[config.mk]
export PLATFORM = sky130hd
export DESIGN_NAME = unidade_controle_jogo
export DESIGN_NICKNAME = d
export VERILOG_FILES = /design/src/rtl/unidade_controle_jogo.sv
export SDC_FILE = /design/constraint.sdc
export NUM_CORES = 1
export LEC_CHECK = 0
export ABC_AREA = 1
export BUFFER_PORTS_ARGS = -buffer_cell sky130_fd_sc_hd__buf_4
export CAP_MARGIN = 20
export CORE_MARGIN = 1.5
export CORE_UTILIZATION = 45
export DETAILED_ROUTE_END_ITERATION = 10
export PLACE_DENSITY = 0.85
export SYNTH_ARGS = -nofsm -noshare
export SYNTH_HDL_FRONTEND = slang
export SYNTH_SLANG_ARGS = --single-unit
[constraint.sdc]
create_clock -name clock -period 1.2 [get_ports clock]
set_input_delay 0.06 -clock clock [delete_from_list [all_inputs] [get_ports clock]]
set_output_delay 0.06 -clock clock [all_outputs]
set_load 0.01 [all_outputs]
[src/rtl/unidade_controle_jogo.sv]
// Game control unit for the memory-sequence game.
// Moore FSM: state and every output are registered together, so the outputs
// always reflect the decode of the current state and fall to zero on reset.
module unidade_controle_jogo (
    input  logic       clock,
    input  logic       reset,
    input  logic       iniciar,
    input  logic       nivel,
    input  logic       fimS,
    input  logic       fimLedsOn,
    input  logic       fimLedsOff,
    input  logic       enderecoIgualSequencia,
    input  logic       jogadaIgualMemoria,
    input  logic       tem_jogada,
    input  logic       timeout,
    input  logic       meioE,
    input  logic       nivelChange,
    input  logic       memoriaChange,
    output logic       zeraE,
    output logic       contaE,
    output logic       zeraS,
    output logic       contaS,
    output logic       zeraR,
    output logic       registraR,
    output logic       estado_espera,
    output logic       estado_ledsOn,
    output logic       estado_ledsOff,
    output logic       macro_exibicao,
    output logic       macro_jogadas,
    output logic       pronto,
    output logic       ganhou,
    output logic       perdeu,
    output logic [3:0] db_estado
);

    typedef enum logic [3:0] {
        INICIAL           = 4'h0,
        PREPARACAO        = 4'h1,
        MOSTRA_LED        = 4'h2,
        APAGA_LED         = 4'h3,
        PROXIMO_LED       = 4'h4,
        INICIA_JOGADAS    = 4'h5,
        ESPERA_JOGADA     = 4'h6,
        REGISTRA          = 4'h7,
        COMPARA           = 4'h8,
        PROXIMA_JOGADA    = 4'h9,
        PROXIMA_SEQUENCIA = 4'hA,
        ACERTOU           = 4'hB,
        ERROU             = 4'hC,
        FIM_TIMEOUT       = 4'hD
    } stateT;

    // Bit positions of the registered output vector.
    localparam int ZE = 13, CE = 12, ZS = 11, CS = 10, ZR = 9, RR = 8;
    localparam int ESP = 7, LON = 6, LOFF = 5, MEX = 4, MJG = 3;
    localparam int PRT = 2, GAN = 1, PER = 0;

    stateT       state;
    logic [13:0] outReg;

    // Final round: 8 rounds end on address 7, 16 rounds on the sequence counter end.
    function automatic logic lastRound();
        return (!nivel && meioE) || (nivel && fimS);
    endfunction

    function automatic stateT nextState(input stateT cur);
        stateT nxt;
        nxt = cur;
        case (cur)
            INICIAL:           nxt = iniciar ? PREPARACAO : INICIAL;
            PREPARACAO:        nxt = MOSTRA_LED;
            MOSTRA_LED:        nxt = fimLedsOn ? APAGA_LED : MOSTRA_LED;
            APAGA_LED:         if (fimLedsOff)
                                   nxt = enderecoIgualSequencia ? INICIA_JOGADAS : PROXIMO_LED;
            PROXIMO_LED:       nxt = MOSTRA_LED;
            INICIA_JOGADAS:    nxt = ESPERA_JOGADA;
            // timeout has priority over a simultaneous play
            ESPERA_JOGADA:     if (timeout)         nxt = FIM_TIMEOUT;
                               else if (tem_jogada) nxt = REGISTRA;
            REGISTRA:          nxt = COMPARA;
            COMPARA:           if (!jogadaIgualMemoria)          nxt = ERROU;
                               else if (!enderecoIgualSequencia) nxt = PROXIMA_JOGADA;
                               else if (lastRound())             nxt = ACERTOU;
                               else                              nxt = PROXIMA_SEQUENCIA;
            PROXIMA_JOGADA:    nxt = ESPERA_JOGADA;
            PROXIMA_SEQUENCIA: nxt = MOSTRA_LED;
            ACERTOU, ERROU, FIM_TIMEOUT:
                               nxt = iniciar ? PREPARACAO : cur;
            default:           nxt = INICIAL;
        endcase
        // A level or memory change aborts whatever game is in progress.
        if (cur != INICIAL && (nivelChange || memoriaChange))
            nxt = INICIAL;
        return nxt;
    endfunction

    function automatic logic [13:0] decodeOutputs(input stateT s);
        logic [13:0] o;
        o = '0;
        case (s)
            PREPARACAO:        begin o[ZE] = 1'b1; o[ZS] = 1'b1; o[ZR] = 1'b1; end
            MOSTRA_LED:        begin o[LON] = 1'b1; o[MEX] = 1'b1; end
            APAGA_LED:         begin o[LOFF] = 1'b1; o[MEX] = 1'b1; end
            PROXIMO_LED:       begin o[CE] = 1'b1; o[MEX] = 1'b1; end
            INICIA_JOGADAS:    begin o[ZE] = 1'b1; o[ZR] = 1'b1; o[MJG] = 1'b1; end
            ESPERA_JOGADA:     begin o[ESP] = 1'b1; o[MJG] = 1'b1; end
            REGISTRA:          begin o[RR] = 1'b1; o[MJG] = 1'b1; end
            COMPARA:           o[MJG] = 1'b1;
            PROXIMA_JOGADA:    begin o[CE] = 1'b1; o[MJG] = 1'b1; end
            PROXIMA_SEQUENCIA: begin o[CS] = 1'b1; o[ZE] = 1'b1; o[ZR] = 1'b1; end
            ACERTOU:           begin o[PRT] = 1'b1; o[GAN] = 1'b1; end
            ERROU, FIM_TIMEOUT: begin o[PRT] = 1'b1; o[PER] = 1'b1; end
            default:           o = '0;
        endcase
        return o;
    endfunction

    // State register with outputs registered from the decode of the next state.
    always_ff @(posedge clock or negedge reset) begin
        if (!reset) begin
            state  <= INICIAL;
            outReg <= '0;
        end else begin
            state  <= nextState(state);
            outReg <= decodeOutputs(nextState(state));
        end
    end

    assign zeraE          = outReg[ZE];
    assign contaE         = outReg[CE];
    assign zeraS          = outReg[ZS];
    assign contaS         = outReg[CS];
    assign zeraR          = outReg[ZR];
    assign registraR      = outReg[RR];
    assign estado_espera  = outReg[ESP];
    assign estado_ledsOn  = outReg[LON];
    assign estado_ledsOff = outReg[LOFF];
    assign macro_exibicao = outReg[MEX];
    assign macro_jogadas  = outReg[MJG];
    assign pronto         = outReg[PRT];
    assign ganhou         = outReg[GAN];
    assign perdeu         = outReg[PER];
    assign db_estado      = state;

endmodule

**Word-level counts from Yosys, hierarchy flattened**

Index checks and enable logic that the tools add are counted.

- Input bits: 14
- Flip-flop bits (word level): 18
- Word-level logic and storage cells: 70

- Reductions and logical operators: 17
- Eq/ne operators: 26
- Multiplexer cells: 25

Operator list:

| kind | number |
|---|---|
| equality test 4 bit (second input constant) | 12 |
| one-hot mux 4 bit (9 select lines) | 1 |
| equality test 4 x 3 -> 1 bit (second input constant) | 8 |
| two-way mux 4 bit | 5 |
| two-way mux 1 bit | 17 |
| equality test 4 x 2 -> 1 bit (second input constant) | 4 |
| OR reduction 3 bit | 5 |
| equality test 4 x 1 -> 1 bit (second input constant) | 2 |
| OR reduction 2 bit | 3 |
| OR reduction 5 bit | 1 |
| logical NOT 4 bit | 1 |
| nonzero test 4 bit | 1 |
| logical AND 1 bit | 3 |
| two-way mux 3 bit | 1 |
| logical OR 1 bit | 2 |
| two-way mux 2 bit | 1 |
| logical NOT 1 bit | 1 |

**Logic depth before layout (Yosys ltp)**

Gate-level depths: netlist of run 1.

- Word-level depth: 11
- Gate-level depth with buffers: 13

**Worst setup path before layout of run 1**

OpenSTA, ideal clock, no wires.

- Kind: register to register
- Start: register state[2] (netlist: db_estado[2])
- End: register outReg[12]
- Required time: 1134 ps
- Setup slack: -209 ps
- Stages on the path, launching flop included: 10
- Setup time: 66 ps
- Data arrival time: 1343 ps
- Path through: dfrtp_1 -> buf_4 -> nor2_8 -> nand2_2 -> o21ai_4 -> inv_2 -> o21bai_4 -> nor2_4 -> nand3_1 -> nand2_1

- Word-level cells in the longest chain between the ends: 7
- Elaborated cells between the ends (all ways): 29

RTL lines:

| what | RTL line | text |
|---|---|---|
| start, declared | 58 | `stateT state;` |
| start signal, assigned | 124 | `state <= nextState(state);` |
| equality test 4 bit, or another cell as far along | 69 | `case (cur)` |
| OR reduction 3 bit, or another cell as far along | 69 |  |
| one-hot mux 4 bit (9 select lines) | 69 |  |
| two-way mux 4 bit * | n/a |  |
| equality test 4 bit / equality test 4 x 3 -> 1 bit (equally long branches) | 100 | `case (s)` |
| OR reduction 2 bit (no line) * | n/a |  |
| two-way mux 1 bit * | 100 |  |
| end signal, assigned | 125 | `outReg <= decodeOutputs(nextState(state));` |
| end, declared | 59 | `logic [13:0] outReg;` |

Every way passes the cells marked *; elsewhere a longest branch is shown, timed or not.

**Worst setup path after layout of run 1**

- Start: register state[3] (netlist: db_estado[3])
- End: register outReg[3]

- Word-level cells in the longest chain between the ends: 7
- Elaborated cells between the ends (all ways): 32

RTL lines:

| what | RTL line |
|---|---|
| equality test 4 bit, or another cell as far along | 69 |
| OR reduction 3 bit, or another cell as far along | 69 |
| one-hot mux 4 bit (9 select lines) | 69 |
| two-way mux 4 bit * | n/a |
| equality test 4 x 3 -> 1 bit / equality test 4 bit (equally long branches) | 100 |
| OR reduction 5 bit (no line) * | n/a |
| two-way mux 1 bit * | 100 |

Marked as above.

==> results of run 1 <==
-- routing by layer --
metal / part of all wire (%) / up-vias / GRT usage [%] / wire length, um
met5: 0 / - / 0 / 0
met3: 7.9 / 23 / 5.26 / 269
met4: 5.6 / 0 / 11.7 / 191
li1: - / 534 / - / -
met1: 39 / 528 / 29.6 / 1330
met2: 47 / 71 / 42.1 / 1620
-- metrics by stage --
step,hold WS (ns),total power [mW],TNS (ns),instance area (um^2)
after global placement,-0.0728,2.04,-3.92,1390
after CTS,0.120,2.56,-4.09,1530
after global routing,0.124,3.02,-6.72,1610
final,0.125,2.89,-5.68,1610
after detailed placement,-0.0697,2.09,-4.22,1390
after floorplan,-0.236,1.54,-2.12,1040
-- kinds of logic (layout without fill, tap and decap cells) --
| kind of cell | Yosys count | in the layout | synth area share (%) |
|---|---|---|---|
| buf+inv | 25 | 83 | 11.3 |
| compound gates | 7 | 7 | 6.55 |
| flops | 17 | 17 | 41.2 |
| simple gates | 87 | 87 | 41.0 |
-- registers in the layout, indices dropped and copies added, names as in the netlist --
signal / count
db_estado: 4
outReg: 13
-- what timing repair did --
action | 4_1_cts | 5_1_grt
hold buffers | 1 | 0
hold endpoints to repair | 17 | 0
gates cloned | 0 | 0
setup endpoints to repair | 17 | 17
gates resized for setup | 17 | 16
pin swaps | 8 | 11
buffers inserted | 6 | 4
-- power by group --
group / internal, mW / total (mW) / switching [mW] / leakage, nW
logic: 0.797 / 1.80 / 0.998 / 0.670
clock network: 0.124 / 0.311 / 0.187 / 0.0177
registers: 0.686 / 0.779 / 0.0926 / 0.226
-- area by class of cell --
cell class	instances	area share, %
tap	28	2.17
multi-input combinational	94	35.8
clock buffer	3	1.40
sequential	17	26.7
inverter	21	5.04
clock inverter	1	0.310
timing repair buffer	58	28.5
-- worst max-delay path, cell delays in order, from the launching register on --
cell	delay [ns]
dfrtp_2	0.47
buf_4	0.16
nand3_1	0.09
nand2_1	0.08
nand2_1	0.09
nand2_1	0.10
inv_2	0.13
nand2_4	0.09
nand2_4	0.12
nand2_1	0.07
nand2_2	0.07
nand2_1	0.05
-- synthesized netlist by cell type, drive strengths merged --
| library cell | n |
|---|---|
| inv | 21 |
| o21ai | 1 |
| a21oi | 3 |
| o211ai | 1 |
| dfrtp | 17 |
| o21bai | 1 |
| nand3 | 19 |
| nor2 | 21 |
| buf | 4 |
| o22ai | 1 |
| nor3 | 1 |
| nand2 | 46 |
-- final timing paths --
kind                                endpoint  slack, ns  cells past startpoint
worst min-delay path            db_estado[0]       0.12                      5
min in group asynchronous          outReg[8]       0.16                      2
worst max register to register     outReg[3]      -0.41                     11
worst min register to register  db_estado[0]       0.98                      7
worst max-delay path               outReg[3]      -0.41                     11
max in group asynchronous       db_estado[1]       0.84                      2
==> impl_metrics.ini, run 1 <==
[run_status]
outcome = finished with violations
failed_checks = setup timing

[timing]
slew_viol_final = 0
fin_crit_sh_pct = 134
rsz0062_at_grt = yes
tightest_slew_ns = 0.219
max_freq_ghz = 0.620
slew-limit-headroom_pct = 85.4
period_minus_slack_ns = 1.61
finClkSkew_ns = 0.00436
finalHoldViolCount = 0
setup_ws_ns = -0.413
setup_viol = 17

[final_layout]
n_fill_cell = 135
final_cell_mix = buf_4 (51), nand2_1 (33), nand3_1 (15)
final_common_cell = buf_4
layout-drive-gt1-share_pct = 55.2
final_core_util_pct = 73.6
seq_area_um2 = 430
fin_nets = 209
area_growth_pct = 56.2
num_antenna_cells = 0
fin_cells = 222
multi_input_area_um2 = 578

[min_path]
hold_path.class = input port to flip-flop
min-delay-start = nivelChange

[yosys]
yosys.area.top_type_share_pct = 41.2
ys_warn_count = 0
ys_types = 20
syn_avg_cell_area_um2 = 7.59
synth_area_mm2 = 0.00103
synth-seq-cells = 17
yosys-top-cells-area = dfrtp_1 (41%), nand2_1 (14%), nand3_1 (9.2%), nor2_1 (5.5%), inv_1 (4.7%)
syn_nets = 150
syn_inst = 136
seq_area_frac_synth_pct = 41.2
synth_area_leader_cell = dfrtp_1

[setup_path]
cp_data_required_time_ns = 1.40
crit_type = flip-flop to flip-flop
start_kind = flip-flop
cp-startpoint = db_estado[3]
r2r_start = db_estado[3]
cp.arrival_ns = 1.81
path_max_fanout = 6
cp-end-kind = flip-flop

[placed_design]
place_congestion = 0.988
port_buffers = 31
numPlacedInstances = 207
dp.final_hpwl_mm = 1.97
dp_slack_ns = -0.310

[clocking]
tritoncts = done
cts_root_buf = clkbuf_4
cts_max_level = 1
clock_latency_ns = 0.30
cts_buffers = 3
cts.path.max_buffers = 2
cts_sinks = 17
clk_pin_slew_ns = 0.10

[grt]
grt_pass1_wl_mm = 4.74
grt_max_degree = 18
grt_usage_pct = 24.7
first_global_vias = 1066
grt_overflow = 0
antenna_found_initial = 0

[job]
max_cap_viol_count = 0

[route]
wire_per_inst_um = 15.4
via_per_inst = 5.21
first_iter_violations = 36
antenna_left = 0
vias = 1156
postRouteWirelength_mm = 3.41
drc = 0
drtPass1Iterations = 4

[power_and_ir_drop]
p_per_area_mw_per_mm2 = 1790
vdd_drop_max_mv = 1.18
leakagePower_nw = 0.913

[floorplanning]
core_area_mm2 = 0.00219
ios = 32
std_cell_rows = 17
die_w_um = 50.9
die-area_mm2 = 0.00259
start_util_pct = 47.1
die-height_um = 50.9
Note: power is estimated with default switching activity, not from simulation.
==> run 2: changes to the inputs <==
- MAX_ROUTING_LAYER: not set -> met4
==> run 2 against run 1 <==
- the flow still finishes with violations (setup timing)
- critical path type unchanged
- core utilization is 2.5 points higher
- first-iteration DRC count increased by 47%
- clock power is 5% lower
- via count is 2.2% higher
==> impl_metrics.ini, run 2 (synthesized netlist as in run 1, its figures left out) <==
[clocking]
cts_buffers = 3
cts_sinks = 17
cts_root_buf = clkbuf_4
clk_pin_slew_ns = 0.09
cts_max_level = 1
clock_latency_ns = 0.29
tritoncts = done
cts.path.max_buffers = 2

[timing]
setup_viol = 17
period_minus_slack_ns = 1.59
fin_crit_sh_pct = 133
slew_viol_final = 0
max_freq_ghz = 0.629
hold_ws_ns = 0.133
finClkSkew_ns = 0.00721
slew-limit-headroom_pct = 83.4
setup_ws_ns = -0.390
setup_tns_ns = -4.98
tightest_slew_ns = 0.248
rsz0062_at_grt = yes
finalHoldViolCount = 0

[run_status]
failed_checks = setup timing
outcome = finished with violations

[min_path]
min_path_cells = 5
min-delay-start = nivelChange
hold_path.class = input port to flip-flop
hold_path_end = db_estado[0]

[power_and_ir_drop]
leakagePower_nw = 0.917
comb_power_share_pct = 62.4
power.total_mw = 2.92
clkPwrFrac_pct = 10.2
p_sw_mw = 1.30
vdd_drop_max_mv = 1.28
swShare_pct = 44.5
p_per_area_mw_per_mm2 = 1750
seqPwrFrac_pct = 27.4
intPower_mw = 1.62

[route]
vias = 1181
antenna_left = 0
drc = 0
postRouteWirelength_mm = 3.54
wire_per_inst_um = 16.2
drtPass1Iterations = 4
first_iter_violations = 53
via_per_inst = 5.39

[setup_path]
cp-end-kind = flip-flop
critPathMaxStageDelay_ns = 0.48
cp.arrival_ns = 1.77
r2r_start = db_estado[0]
path_cells = inv_2 > buf_4 > nand2_1 > nand2_2 > nand2_2 > inv_4 > nand2_4 > nand2_4 > nand2_1 > nand2_2 > nand2_1
cpMaxStageDelayCell = dfrtp_2
timing.rr.end = outReg[3]
path_max_fanout = 6
reg2reg_depth = 11
cp-startpoint = db_estado[0]
cp.buffers_inverters = 3
start_kind = flip-flop
cp_num_cells = 11
cp_data_required_time_ns = 1.38
rrSetupSlack_ns = -0.39
critPathTopFamily = simple AND/OR/NAND/NOR gates
crit_type = flip-flop to flip-flop

[grt]
grt_usage_pct = 26.3
first_global_vias = 1112
grt_pass1_wl_mm = 4.89
met1_usage_pct = 30.3
grt_overflow = 0
grt_max_degree = 18
met2_usage_pct = 44.3
gr-max-usage-layer = met2
globalRouteMet3Util_pct = 4.97
antenna_found_initial = 0

[final_layout]
final_common_cell = buf_4
final_cell_mix = buf_4 (43), nand2_1 (23), nand2_2 (16)
largest_reg_flops = 13
area_growth_pct = 61.6
fin_cells = 219
max_flop_register = outReg
num_antenna_cells = 0
fin_nets = 206
n_fill_cell = 134
layout-drive-gt1-share_pct = 60.2

[job]
max_cap_viol_count = 0

[floorplanning]
std_cell_rows = 17
core_area_mm2 = 0.00219
die-area_mm2 = 0.00259
start_util_pct = 47.1
die_w_um = 50.9
ios = 32
die-height_um = 50.9

[placed_design]
place_congestion = 0.942
dp.final_hpwl_mm = 1.89
port_buffers = 31
numPlacedInstances = 205
## run 2: cell types whose count changed in the layout (fill, tap and decap cells not counted), moves of 2 or more
cell,before,now
nand2_1,33,23
buf_6,6,10
nand2_2,8,16
inv_1,11,9
buf_4,51,43
## run 2: how the worst max path moves through the flow
stage,endpoint
floorplan,outReg[12]
global placement,outReg[2]
detailed placement,outReg[2]
CTS,outReg[3]
global route,outReg[3]
finish,outReg[3]
## run 2: final cells by class
class	instances	area [um^2]	area share (%)
Inverter	21	83.8	5.03
Tap cell	28	35.0	2.10
Clock buffer	4	26.3	1.58
Multi-Input combinational cell	94	627	37.6
Timing Repair Buffer	55	465	27.9
Sequential cell	17	430	25.8
## run 2: stage by stage
step           setup slack, ns  instance area (um^2)  utilization [%]
6_report                -0.390                  1670             76.1
5_1_grt                 -0.441                  1670             76.1
4_1_cts                 -0.264                  1550             70.6
3_5_place_dp            -0.321                  1390             63.3
3_3_place_gp            -0.297                  1390             63.3
2_1_floorplan           -0.203                  1040                -
## run 2: timing repair
action	in CTS	in global routing
hold endpoints to repair	17	0
setup buffers	7	3
hold buffers	1	0
resized for setup	20	34
pin swaps	10	15
setup endpoints to repair	17	17
## run 2: worst reg2reg max path, stage by stage (launching register included)
cell	delay, ns
dfrtp_2	0.48
inv_2	0.12
buf_4	0.13
nand2_1	0.10
nand2_2	0.11
nand2_2	0.08
inv_4	0.08
nand2_4	0.07
nand2_4	0.12
nand2_1	0.08
nand2_2	0.07
nand2_1	0.06
## run 2: metal layers
metal / up-vias / share of wire, %
met4: 0 / 6.4
met1: 536 / 36
met3: 26 / 8.0
li1: 533 / -
met5: - / 0
met2: 86 / 50
## run 2: power by group through the flow
stage	sequential, mW	clock, mW	combinational [mW]
2_1_floorplan	0.803	0	0.735
3_3_place_gp	0.775	0	1.26
3_5_place_dp	0.779	0	1.30
4_1_cts	0.779	0.295	1.49
5_1_grt	0.803	0.319	1.93
6_report	0.801	0.297	1.82
==> run 3: changes to the inputs <==
- SETUP_SLACK_MARGIN: not set -> 0.2
==> run 3 against run 2 <==
- the run still ends with setup timing left
- power up 0.69%
- die area stayed put
- non-clock buffer count shrank 2
- combinational power increased by 2%
- global-route usage fell by 2.0 points
- clock power is 2% lower
- clock skew fell by 0.0028 ns
- design area up 0.90%
- sequential cell count unchanged
- cell count shrank 0.91%
- critical path type unchanged
- highest routed layer unchanged
==> impl_metrics.ini, run 3 (synthesized netlist as in run 1, its figures left out) <==
[run_status]
outcome = finished with violations
failed_checks = setup timing

[clocking]
tritoncts = done
cts_sinks = 17
clk_pin_slew_ns = 0.09
clock_latency_ns = 0.29
cts_root_buf = clkbuf_4
cts_buffers = 3
cts_max_level = 1
cts.path.max_buffers = 2

[route]
wire_per_inst_um = 15.0
drtPass1Iterations = 4
drc = 0
vias = 1113
via_per_inst = 5.13
first_iter_violations = 36
antenna_left = 0
postRouteWirelength_mm = 3.25

[placed_design]
numPlacedInstances = 206
dp_slack_ns = -0.323
dp.final_hpwl_mm = 1.97
place_congestion = 1.06
port_buffers = 31
placed_cell_area_mm2 = 0.00140

[final_layout]
largest_reg_flops = 13
layout-drive-gt1-share_pct = 60.3
final_cell_mix = buf_4 (44), nand2_1 (26), dfrtp_1 (14)
max_flop_register = outReg
fin_nets = 204
final_core_util_pct = 76.8
area_growth_pct = 63.0
fin_cells = 217
num_antenna_cells = 0
final_common_cell = buf_4
design_area_mm2 = 0.00168

[setup_path]
crit_type = flip-flop to flip-flop
start_kind = flip-flop
cp-end-kind = flip-flop
reg2reg_depth = 11
cp_data_required_time_ns = 1.43
cp.arrival_ns = 1.85
path_max_fanout = 5

[timing]
setup_viol = 17
setup_tns_ns = -5.74
slew-limit-headroom_pct = 80.7
tightest_slew_ns = 0.288
hold_ws_ns = 0.172
fin_crit_sh_pct = 134
rsz0062_at_grt = yes
slew_viol_final = 0
finClkSkew_ns = 0.00446
max_freq_ghz = 0.620
setup_ws_ns = -0.412
period_minus_slack_ns = 1.61
finalHoldViolCount = 0

[floorplanning]
std_cell_rows = 17
die-height_um = 50.9
die-area_mm2 = 0.00259
start_util_pct = 47.1
die_w_um = 50.9
ios = 32
core_area_mm2 = 0.00219

[grt]
grt_max_degree = 18
grt_overflow = 0
grt_pass1_wl_mm = 4.65
antenna_found_initial = 0
grt_usage_pct = 24.2
first_global_vias = 1089

[job]
max_cap_viol_count = 0

[power_and_ir_drop]
vdd_drop_max_mv = 1.32
leakagePower_nw = 0.912
power.total_mw = 2.94
p_per_area_mw_per_mm2 = 1750

[min_path]
hold_path.class = input port to async pin
run 3: final timing paths:
kind / end / start / slack, ns
worst min-delay path: db_estado[2] / reset / 0.17
worst min register to register: outReg[7] / db_estado[0] / 0.93
max in group asynchronous: db_estado[0] / reset / 0.83
worst max-delay path: outReg[10] / db_estado[3] / -0.41
min in group clock: outReg[12] / nivelChange / 0.26
worst max register to register: outReg[10] / db_estado[3] / -0.41
run 3: area by class of cell:
type	instances	area (um^2)
Clock buffer	3	22.5
Clock inverter	1	5.00
Fill cell	134	508
Inverter	21	91.3
Multi-Input combinational cell	94	647
Sequential cell	17	429
Tap cell	28	35.0
Timing Repair Buffer	53	453
run 3: worst max-delay path, stage by stage (launching register included):
cell	delay, ns
dfrtp_2	0.42
buf_12	0.15
inv_8	0.04
nor2_4	0.16
nand2_2	0.08
nand2_2	0.08
nand2_2	0.07
nand2_4	0.08
nand2_4	0.08
nor2_4	0.19
nand3_2	0.13
inv_2	0.07
run 3: what timing repair did:
item	4_1_cts	5_1_grt
hold endpoints to repair	17	0
setup endpoints to repair	21	21
gates resized for setup	28	25
gates cloned	0	1
pin swaps	3	16
hold buffers	1	0
buffers inserted	1	4
run 3: routing by layer:
metal / vias up / share of wire, % / global-route usage [%]
li1: 523 / - / -
met1: 518 / 40 / 27.5
met2: 58 / 51 / 42.1
met3: 14 / 6.1 / 4.97
met4: 0 / 3.1 / 9.46
met5: - / 0 / -
run 3: where the power goes:
part / internal (mW) / switching, mW / total, mW
combinational: 0.838 / 1.03 / 1.86
clock: 0.124 / 0.168 / 0.292
sequential: 0.686 / 0.0984 / 0.785
